File: config.mk
export PLATFORM = sky130hd
export DESIGN_NAME = pipelined_barrel_shifter
export DESIGN_NICKNAME = d
export VERILOG_FILES = /design/src/rtl/shifter_pkg.sv /design/src/rtl/shifter_stage.sv /design/src/rtl/pipelined_barrel_shifter.sv
export SDC_FILE = /design/constraint.sdc
export NUM_CORES = 1
export LEC_CHECK = 0
export CORE_ASPECT_RATIO = 1.25
export CORE_MARGIN = 2
export CORE_UTILIZATION = 50
export CTS_CLUSTER_DIAMETER = 40
export CTS_CLUSTER_SIZE = 40
export DETAILED_ROUTE_END_ITERATION = 7
export DONT_BUFFER_PORTS = 1
export GPL_TIMING_DRIVEN = 0
export MAX_ROUTING_LAYER = met4
export PLACE_DENSITY = 0.69
export RECOVER_POWER = 50
export SLEW_MARGIN = 20
export SYNTH_ARGS = -nofsm -noshare
export SYNTH_HDL_FRONTEND = slang
export SYNTH_SLANG_ARGS = --single-unit
File: constraint.sdc
create_clock -name clk -period 2.4 [get_ports clk]
set_input_delay 0.48 -clock clk [delete_from_list [all_inputs] [get_ports clk]]
set_output_delay 0.48 -clock clk [all_outputs]
set_load 0.01 [all_outputs]
File: src/rtl/shifter_pkg.sv
// shifter_pkg: op encoding and bit-reversal helper shared by the pipelined barrel shifter
package shifter_pkg;

    localparam logic [1:0] OP_SLL = 2'd0;
    localparam logic [1:0] OP_SRL = 2'd1;
    localparam logic [1:0] OP_SRA = 2'd2;
    localparam logic [1:0] OP_ROR = 2'd3;

    // Widest operand the reversal helper can handle; callers zero-extend into it
    localparam int MAX_WIDTH = 256;
    localparam int MAX_IW    = $clog2(MAX_WIDTH);

    // Reverse the low w bits of d; bits at and above w come back as zero
    function automatic logic [MAX_WIDTH-1:0] bit_reverse(input logic [MAX_WIDTH-1:0] d, input int w);
        logic [MAX_WIDTH-1:0] r;
        r = '0;
        for (int i = 0; i < MAX_WIDTH; i++)
            if (i < w) r[MAX_IW'(i)] = d[MAX_IW'(w - 1 - i)];
        return r;
    endfunction

endpackage

File: src/rtl/shifter_stage.sv
// shifter_stage: applies shift levels LO..HI to one operand, then holds it in a valid/ready-gated register slice
module shifter_stage
    import shifter_pkg::*;
#(
    parameter int WIDTH = 32,
    parameter int SHW   = $clog2(WIDTH),
    parameter int LO    = 0,
    parameter int HI    = 0
) (
    input  logic             clk,
    input  logic             rst_n,
    input  logic             in_valid,
    output logic             in_ready,
    input  logic [1:0]       in_op,
    input  logic [SHW-1:0]   in_shamt,
    input  logic             in_fill,
    input  logic [WIDTH-1:0] in_data,
    output logic             out_valid,
    input  logic             out_ready,
    output logic [1:0]       out_op,
    output logic [SHW-1:0]   out_shamt,
    output logic             out_fill,
    output logic [WIDTH-1:0] out_data
);

    logic [WIDTH-1:0] lvl [LO:HI+1];

    assign lvl[LO] = in_data;

    // Each level is a right shift by 2^g: rotate wraps the dropped bits, every other op fills
    for (genvar g = LO; g <= HI; g++) begin : g_lvl
        localparam int S = 1 << g;
        assign lvl[g+1] = !in_shamt[g]          ? lvl[g]
                        : (in_op == OP_ROR)     ? {lvl[g][S-1:0], lvl[g][WIDTH-1:S]}
                        :                         {{S{in_fill}}, lvl[g][WIDTH-1:S]};
    end

    // An empty stage always accepts, so bubbles collapse even while downstream stalls
    assign in_ready = !out_valid || out_ready;

    // Capture the upstream slice whenever this stage is empty or its contents move on
    always_ff @(posedge clk or negedge rst_n) begin
        if (!rst_n) begin
            out_valid <= 1'b0;
            out_op    <= '0;
            out_shamt <= '0;
            out_fill  <= 1'b0;
            out_data  <= '0;
        end else if (in_ready) begin
            out_valid <= in_valid;
            out_op    <= in_op;
            out_shamt <= in_shamt;
            out_fill  <= in_fill;
            out_data  <= lvl[HI+1];
        end
    end

endmodule

File: src/rtl/pipelined_barrel_shifter.sv
// pipelined_barrel_shifter: SLL/SRL/SRA/ROR shifter split across STAGES register slices with valid/ready flow control
module pipelined_barrel_shifter
    import shifter_pkg::*;
#(
    parameter  int WIDTH  = 32,
    parameter  int STAGES = 2,
    localparam int SHW    = $clog2(WIDTH)
) (
    input  logic             clk,
    input  logic             rst_n,
    input  logic             in_valid,
    output logic             in_ready,
    input  logic [1:0]       in_op,
    input  logic [SHW-1:0]   in_shamt,
    input  logic [WIDTH-1:0] in_data,
    output logic             out_valid,
    input  logic             out_ready,
    output logic [WIDTH-1:0] out_data,
    output logic             out_zero
);

    if (WIDTH < 8 || WIDTH > MAX_WIDTH || (WIDTH & (WIDTH - 1)) != 0 || STAGES < 1 || STAGES > SHW) begin : g_bad
        $error("pipelined_barrel_shifter: unsupported WIDTH/STAGES combination");
    end

    // Index 0 is the issue side, index STAGES the output of the last slice
    logic             v    [STAGES+1];
    logic             rdy  [STAGES+1];
    logic [1:0]       op   [STAGES+1];
    logic [SHW-1:0]   sh   [STAGES+1];
    logic             fill [STAGES+1];
    logic [WIDTH-1:0] d    [STAGES+1];

    // SLL rides the right-shift datapath between two reversals; SRA captures its sign once here
    assign v[0]     = in_valid;
    assign op[0]    = in_op;
    assign sh[0]    = in_shamt;
    assign fill[0]  = (in_op == OP_SRA) && in_data[WIDTH-1];
    assign d[0]     = (in_op == OP_SLL) ? WIDTH'(bit_reverse(MAX_WIDTH'(in_data), WIDTH)) : in_data;
    assign in_ready = rdy[0];
    assign rdy[STAGES] = out_ready;

    // Stage g applies shamt bits i with floor(i*STAGES/SHW) == g
    for (genvar g = 0; g < STAGES; g++) begin : g_stage
        shifter_stage #(
            .WIDTH (WIDTH),
            .SHW   (SHW),
            .LO    ((g * SHW + STAGES - 1) / STAGES),
            .HI    (((g + 1) * SHW + STAGES - 1) / STAGES - 1)
        ) u_stage (
            .clk       (clk),
            .rst_n     (rst_n),
            .in_valid  (v[g]),
            .in_ready  (rdy[g]),
            .in_op     (op[g]),
            .in_shamt  (sh[g]),
            .in_fill   (fill[g]),
            .in_data   (d[g]),
            .out_valid (v[g+1]),
            .out_ready (rdy[g+1]),
            .out_op    (op[g+1]),
            .out_shamt (sh[g+1]),
            .out_fill  (fill[g+1]),
            .out_data  (d[g+1])
        );
    end

    // Reversal preserves zero-ness, so the flag comes straight off the last register
    assign out_valid = v[STAGES];
    assign out_data  = (op[STAGES] == OP_SLL) ? WIDTH'(bit_reverse(MAX_WIDTH'(d[STAGES]), WIDTH)) : d[STAGES];
    assign out_zero  = ~|d[STAGES];

endmodule

## Yosys cells after proc, flatten, opt, wreduce, memory -nomap -nowiden

Index checks and enable logic that the tools add are counted.

| word-level totals | value |
|---|---|
| bits in registers | 76 |
| bits of input ports | 43 |
| logic and storage cells | 32 |

| operators by class | value |
|---|---|
| reductions and logical operators | 9 |
| mux-type cells | 12 |
| equality and inequality tests | 3 |

Operators with widths:

| operator | count |
|---|---|
| $mux W32 | 12 |
| $reduce_or A32 Y1 | 1 |
| $eq A2 B2 Y1 const B | 3 |
| $logic_not A2 Y1 | 2 |
| $logic_not A1 Y1 | 3 |
| $logic_or A1 B1 Y1 | 2 |
| $logic_and A1 B1 Y1 | 1 |

## Longest topological paths before layout

| logic depth | value |
|---|---|
| depth in word-level cells | 8 |
| gate-level depth with buffers | 8 |
| mapped depth without buffers | 6 |

## By module

Synthesis repeated with hierarchy kept, for this count alone.

| second synthesis, totals | value |
|---|---|
| cell total of the unflattened synthesis | 531 |
| area, all modules | 5,945.7 um2 |

By module, submodules not included:

| module | area each (um2) | sequential area each (um2) | times used | cells each |
|---|---|---|---|---|
| shifter_stage (g_stage[0].u_stage) | 2,582.5 | 1,026.0 | 1 | 210 |
| shifter_stage (g_stage[1].u_stage) | 2,461.1 | 1,026.0 | 1 | 237 |
| pipelined_barrel_shifter | 902.1 | 0.0 | 1 | 84 |

## Worst setup path after synthesis

Ideal clock, no wire load.

| timing | value |
|---|---|
| path type | input-to-reg |
| from | in in_op[0] |
| to | reg g_stage[0].u_stage.out_data[13] |
| arrival | 2.087 ns |
| setup slack | 0.188 ns |
| stages on the path | 6 |
| path through | buf_6 > or2_1 > buf_6 > mux4_2 > mux4_2 > mux2_4 |

| on the way | value |
|---|---|
| cells in the longest elaborated chain, start to end | 8 |

RTL lines:

| element | line | RTL |
|---|---|---|
| start: declaration | pipelined_barrel_shifter.sv:13 | `input logic [1:0] in_op,` |
| $logic_not A2 Y1 (*) | pipelined_barrel_shifter.sv:39 | `assign d[0] = (in_op == OP_SLL) ? WIDTH'(bit_reverse(MAX_WIDTH'(in_data), WIDTH)) : in_data;` |
| $mux W32 (*) | pipelined_barrel_shifter.sv:39 |  |
| $mux W32 | shifter_stage.sv:34 | `: (in_op == OP_ROR) ? {lvl[g][S-1:0], lvl[g][WIDTH-1:S]}` |
| $mux W32 (*) | shifter_stage.sv:33 | `assign lvl[g+1] = !in_shamt[g] ? lvl[g]` |
| $mux W32 | shifter_stage.sv:34 |  |
| $mux W32 (*) | shifter_stage.sv:33 |  |
| $mux W32 | shifter_stage.sv:34 |  |
| $mux W32 (*) | shifter_stage.sv:33 |  |
| end signal: assignment | shifter_stage.sv:54 | `out_data <= lvl[HI+1];` |
| end: declaration | shifter_stage.sv:23 | `output logic [WIDTH-1:0] out_data` |

Mark *: on every way between the ends. The rest lies on a longest branch, timed or not.
A chain may end at the register's enable or synchronous reset.

## Final worst setup path

| timing | value |
|---|---|
| from | reg g_stage[1].u_stage.out_op[1] |
| to | out out_data[29] |

| on the way | value |
|---|---|
| cells in the longest elaborated chain, start to end | 2 |

RTL lines:

| element | line | RTL |
|---|---|---|
| start: declaration | shifter_stage.sv:20 | `output logic [1:0] out_op,` |
| start signal: assignment | shifter_stage.sv:51 | `out_op <= in_op;` |
| $logic_not A2 Y1 | pipelined_barrel_shifter.sv:70 | `assign out_data = (op[STAGES] == OP_SLL) ? WIDTH'(bit_reverse(MAX_WIDTH'(d[STAGES]), WIDTH)) : d[STAGES];` |
| $mux W32 | pipelined_barrel_shifter.sv:70 |  |
| end: declaration | pipelined_barrel_shifter.sv:18 | `output logic [WIDTH-1:0] out_data,` |

No other way between the ends.

==> flow_summary.yaml <==
clocking:
  cts_sinks: 73
  h-tree-depth: 3
  clk_path_buf_depth: 2
  clock_latency_ns: 0.33
  cts_root_buffer: "clkbuf_16"
  postCtsSetupBuffers: 0
  cts_buffers: 9
  cts.reportedPaths.clkPinSlew_ns: 0.05
  cts_tree: "done"
finish:
  drive_gt1_share_pct: 16.54
  syn_to_final_growth_pct: 7.862
  fin_util_pct: 55.14
  nNetsFinal: 699
  final_area_um2: 6111
  final_cells: 794
  n_antenna_cell: 0
power:
  switching_share_pct: 36.02
  seqPwrFrac_pct: 38.8
  powerDensity_nw_per_um2: 723.3
  p_comb_share_pct: 34.1
  p_clk_share_pct: 27.0
  p_switching_mw: 1.592
  internal_power_mw: 2.828
  ir_drop_uv: 337.7
  leakagePower_nw: 2.515
global_routing:
  grt_pass1_vias: 5261
  grt_first_pass_wirelength_um: 28830
  grt_max_degree: 74
  grt_usage_pct: 31.59
  antenna_found_initial: 0
  globalRouteOverflowTotal: 0
sta:
  grt_setup_unrepaired: "false"
  relSlewSlack_pct: -16.92
  worst_slew_pin_slew_ns: 1.754
  setup_slack_ns: 0.08943
  finalHoldViolCount: 0
  period_share_pct: 96.27
  post-route-min-period_ns: 2.311
  max_freq_mhz: 432.8
  tns_ns: 0
  setup_viol: 0
  worst_clock_skew_ns: 0.003859
  slew_viol_final: 74
critical_path:
  end_kind: "output port"
  slowest_stage: "mux2_2"
  path_cells: "nor2_1 -> clkbuf_2 -> mux2_2"
  path_class: "reg2out"
  reg2reg_slack_ns: 0.22
  cp_max_fo: 10
  arrival_ns: 1.83
  max_stage_delay_ns: 0.41
  worstSetupStartpointType: "flip-flop"
  required_ns: 1.92
logic_synthesis:
  synth.net_count: 688
  avgSynthCellArea_um2: 8.784
  async_reset_ff_share_pct: 100.0
  ys_warn_count: 0
  synthTopCellsByCount: "nor2_1, dfrtp_1, nand2_1, mux2_2, mux2i_1"
  yosysTopAreaCell: "dfrtp_1"
  muxShareOfSynthArea_pct: 28.62
  ys.flop_type: "dfrtp_1"
  synthTopCellsByArea: "dfrtp_1, mux2_2, mux2i_1"
  synth_cell_types: 45
  synth_compound_area_share_pct: 18.26
  yosysTopAreaCellShare_pct: 32.24
  synth-xor-area-share_pct: 0.1546
  synthAdderAreaFrac_pct: 0
  synth-edff-count: 0
  netlist_instances: 645
  syn-cell-area_um2: 5665
  yosysMostFrequentCell: "nor2_1"
  synth_top_family_by_area: "multiplexers"
  yosysSeqAreaShare_pct: 32.24
  synth_simple_gate_area_share_pct: 15.99
  ys_ff_latch: 73
placed_design:
  place_congestion: 0.9810
  dpl.cell_count: 780
  io_buffers: 0
  dpl_cell_area_um2: 5834
  hpwl_um: 14910
  place_ws_ns: -0.1981
drt:
  wire_per_inst_um: 23.28
  drcViolationCount: 0
  viasPerCell: 6.494
  drt_iter0_markers: 269
  vias: 5156
  wl_um: 18480
  ant_nets: 0
  firstDrtPassIters: 5
floorplan:
  die_width_um: 99.21
  io-pin-count: 78
  die-height_um: 123.0
  start_util_pct: 51.12
  dieArea_um2: 12200
  num_rows: 43
  core_um2: 11080
outcome:
  violations: "capacitance limit, slew limit"
  status: "finished with violations"
min_path:
  min_path_type: "in2reg"
run:
  maxCapViolCount: 1
## cells by family (layout without fill, tap and decap cells)
group | after synthesis | in the layout
DFF | 73 | 73
and+or+nand+nor | 209 | 209
buffers and inverters | 64 | 78
muxes | 137 | 137
xor gates and xnor gates | 1 | 1
AOI/OAI and AO/OA | 161 | 161
## state kept, by name (all words and copies together), names as in the netlist
register,count
g_stage.u_stage.out_data,64
g_stage.u_stage.out_op,4
g_stage.u_stage.out_shamt,2
g_stage.u_stage.out_valid,2
g_stage.u_stage.out_fill,1
## power groups by stage
stage | clock (mW) | sequential [mW] | combinational (mW)
after detailed placement | 0 | 1.73 | 1.47
after global placement | 0 | 1.72 | 1.45
after floorplan | 0 | 1.62 | 1.16
after CTS | 1.21 | 1.71 | 1.51
after global routing | 1.26 | 1.75 | 1.63
final | 1.20 | 1.72 | 1.51
## layer usage
metal	vias to the layer above	GRT usage, %	part of all wire [%]
met1	2463	32.38	37
met3	62	4.635	4.7
li1	2414	-	-
met2	217	58.15	54
met5	-	-	0
met4	0	16.70	5.0
## layout by cell type, fill, tap and decap left out, drive strengths merged, types with 2 or more instances in the layout
master | Yosys | final
nor2 | 78 | 78
dfrtp | 73 | 73
nand2 | 69 | 69
mux2 | 67 | 67
mux2i | 57 | 57
clkbuf | 40 | 54
o21ai | 35 | 35
nand3 | 27 | 27
a21oi | 25 | 25
o22ai | 22 | 22
buf | 18 | 18
a31oi | 16 | 16
o211ai | 15 | 15
mux4 | 13 | 13
a21o | 11 | 11
a22oi | 10 | 10
nor4 | 8 | 8
a211oi | 8 | 8
nand2b | 8 | 8
nor2b | 7 | 7
inv | 6 | 6
nor3 | 5 | 5
nand4 | 3 | 3
a311oi | 3 | 3
o32ai | 2 | 2
a32oi | 2 | 2
o221ai | 2 | 2
o21bai | 2 | 2
## stage by stage
step	hold WS [ns]	power, mW
after global routing	0.2656	4.631
after floorplan	0.1844	2.783
after global placement	0.1862	3.166
after detailed placement	0.1858	3.197
final	0.2584	4.420
after CTS	0.04499	4.435
## critical path, delay by kind of cell, from the launching register on
kind	cells	cell delay, ns
AND/OR/NAND/NOR	1	0.37
flip-flops	1	0.37
multiplexers	1	0.41
buffers and inverters	1	0.34
## final timing paths
| check | startpoint | end | cells after the start |
|---|---|---|---|
| max | g_stage[1].u_stage.out_op[1] | out_data[29] | 3 |
| min | in_valid | g_stage[0].u_stage.out_valid | 1 |
| max reg2reg | g_stage[1].u_stage.out_valid | g_stage[0].u_stage.out_data[7] | 6 |
| min reg2reg | g_stage[0].u_stage.out_valid | g_stage[1].u_stage.out_valid | 1 |
| max in group asynchronous | rst_n | g_stage[0].u_stage.out_data[13] | 1 |
| min in group asynchronous | rst_n | g_stage[1].u_stage.out_data[16] | 1 |
## layout make-up
type	instances	area (um2)
fill	1064	4972
multi-input combinational	508	3573
sequential	73	1827
clock buffer	14	264.0
buffer	57	250.2
tap	135	168.9
inverter	6	22.52
timing repair buffer	1	5.005
## what timing repair did
action                                  in CTS  in global routing
hold buffers                                 1                  0
endpoints found under the hold margin       73                  0
cloned                                       0                  0
gates resized for setup                      4                  7
endpoints found under the setup margin      39                 17
Note: power is estimated with default switching activity, not from simulation.
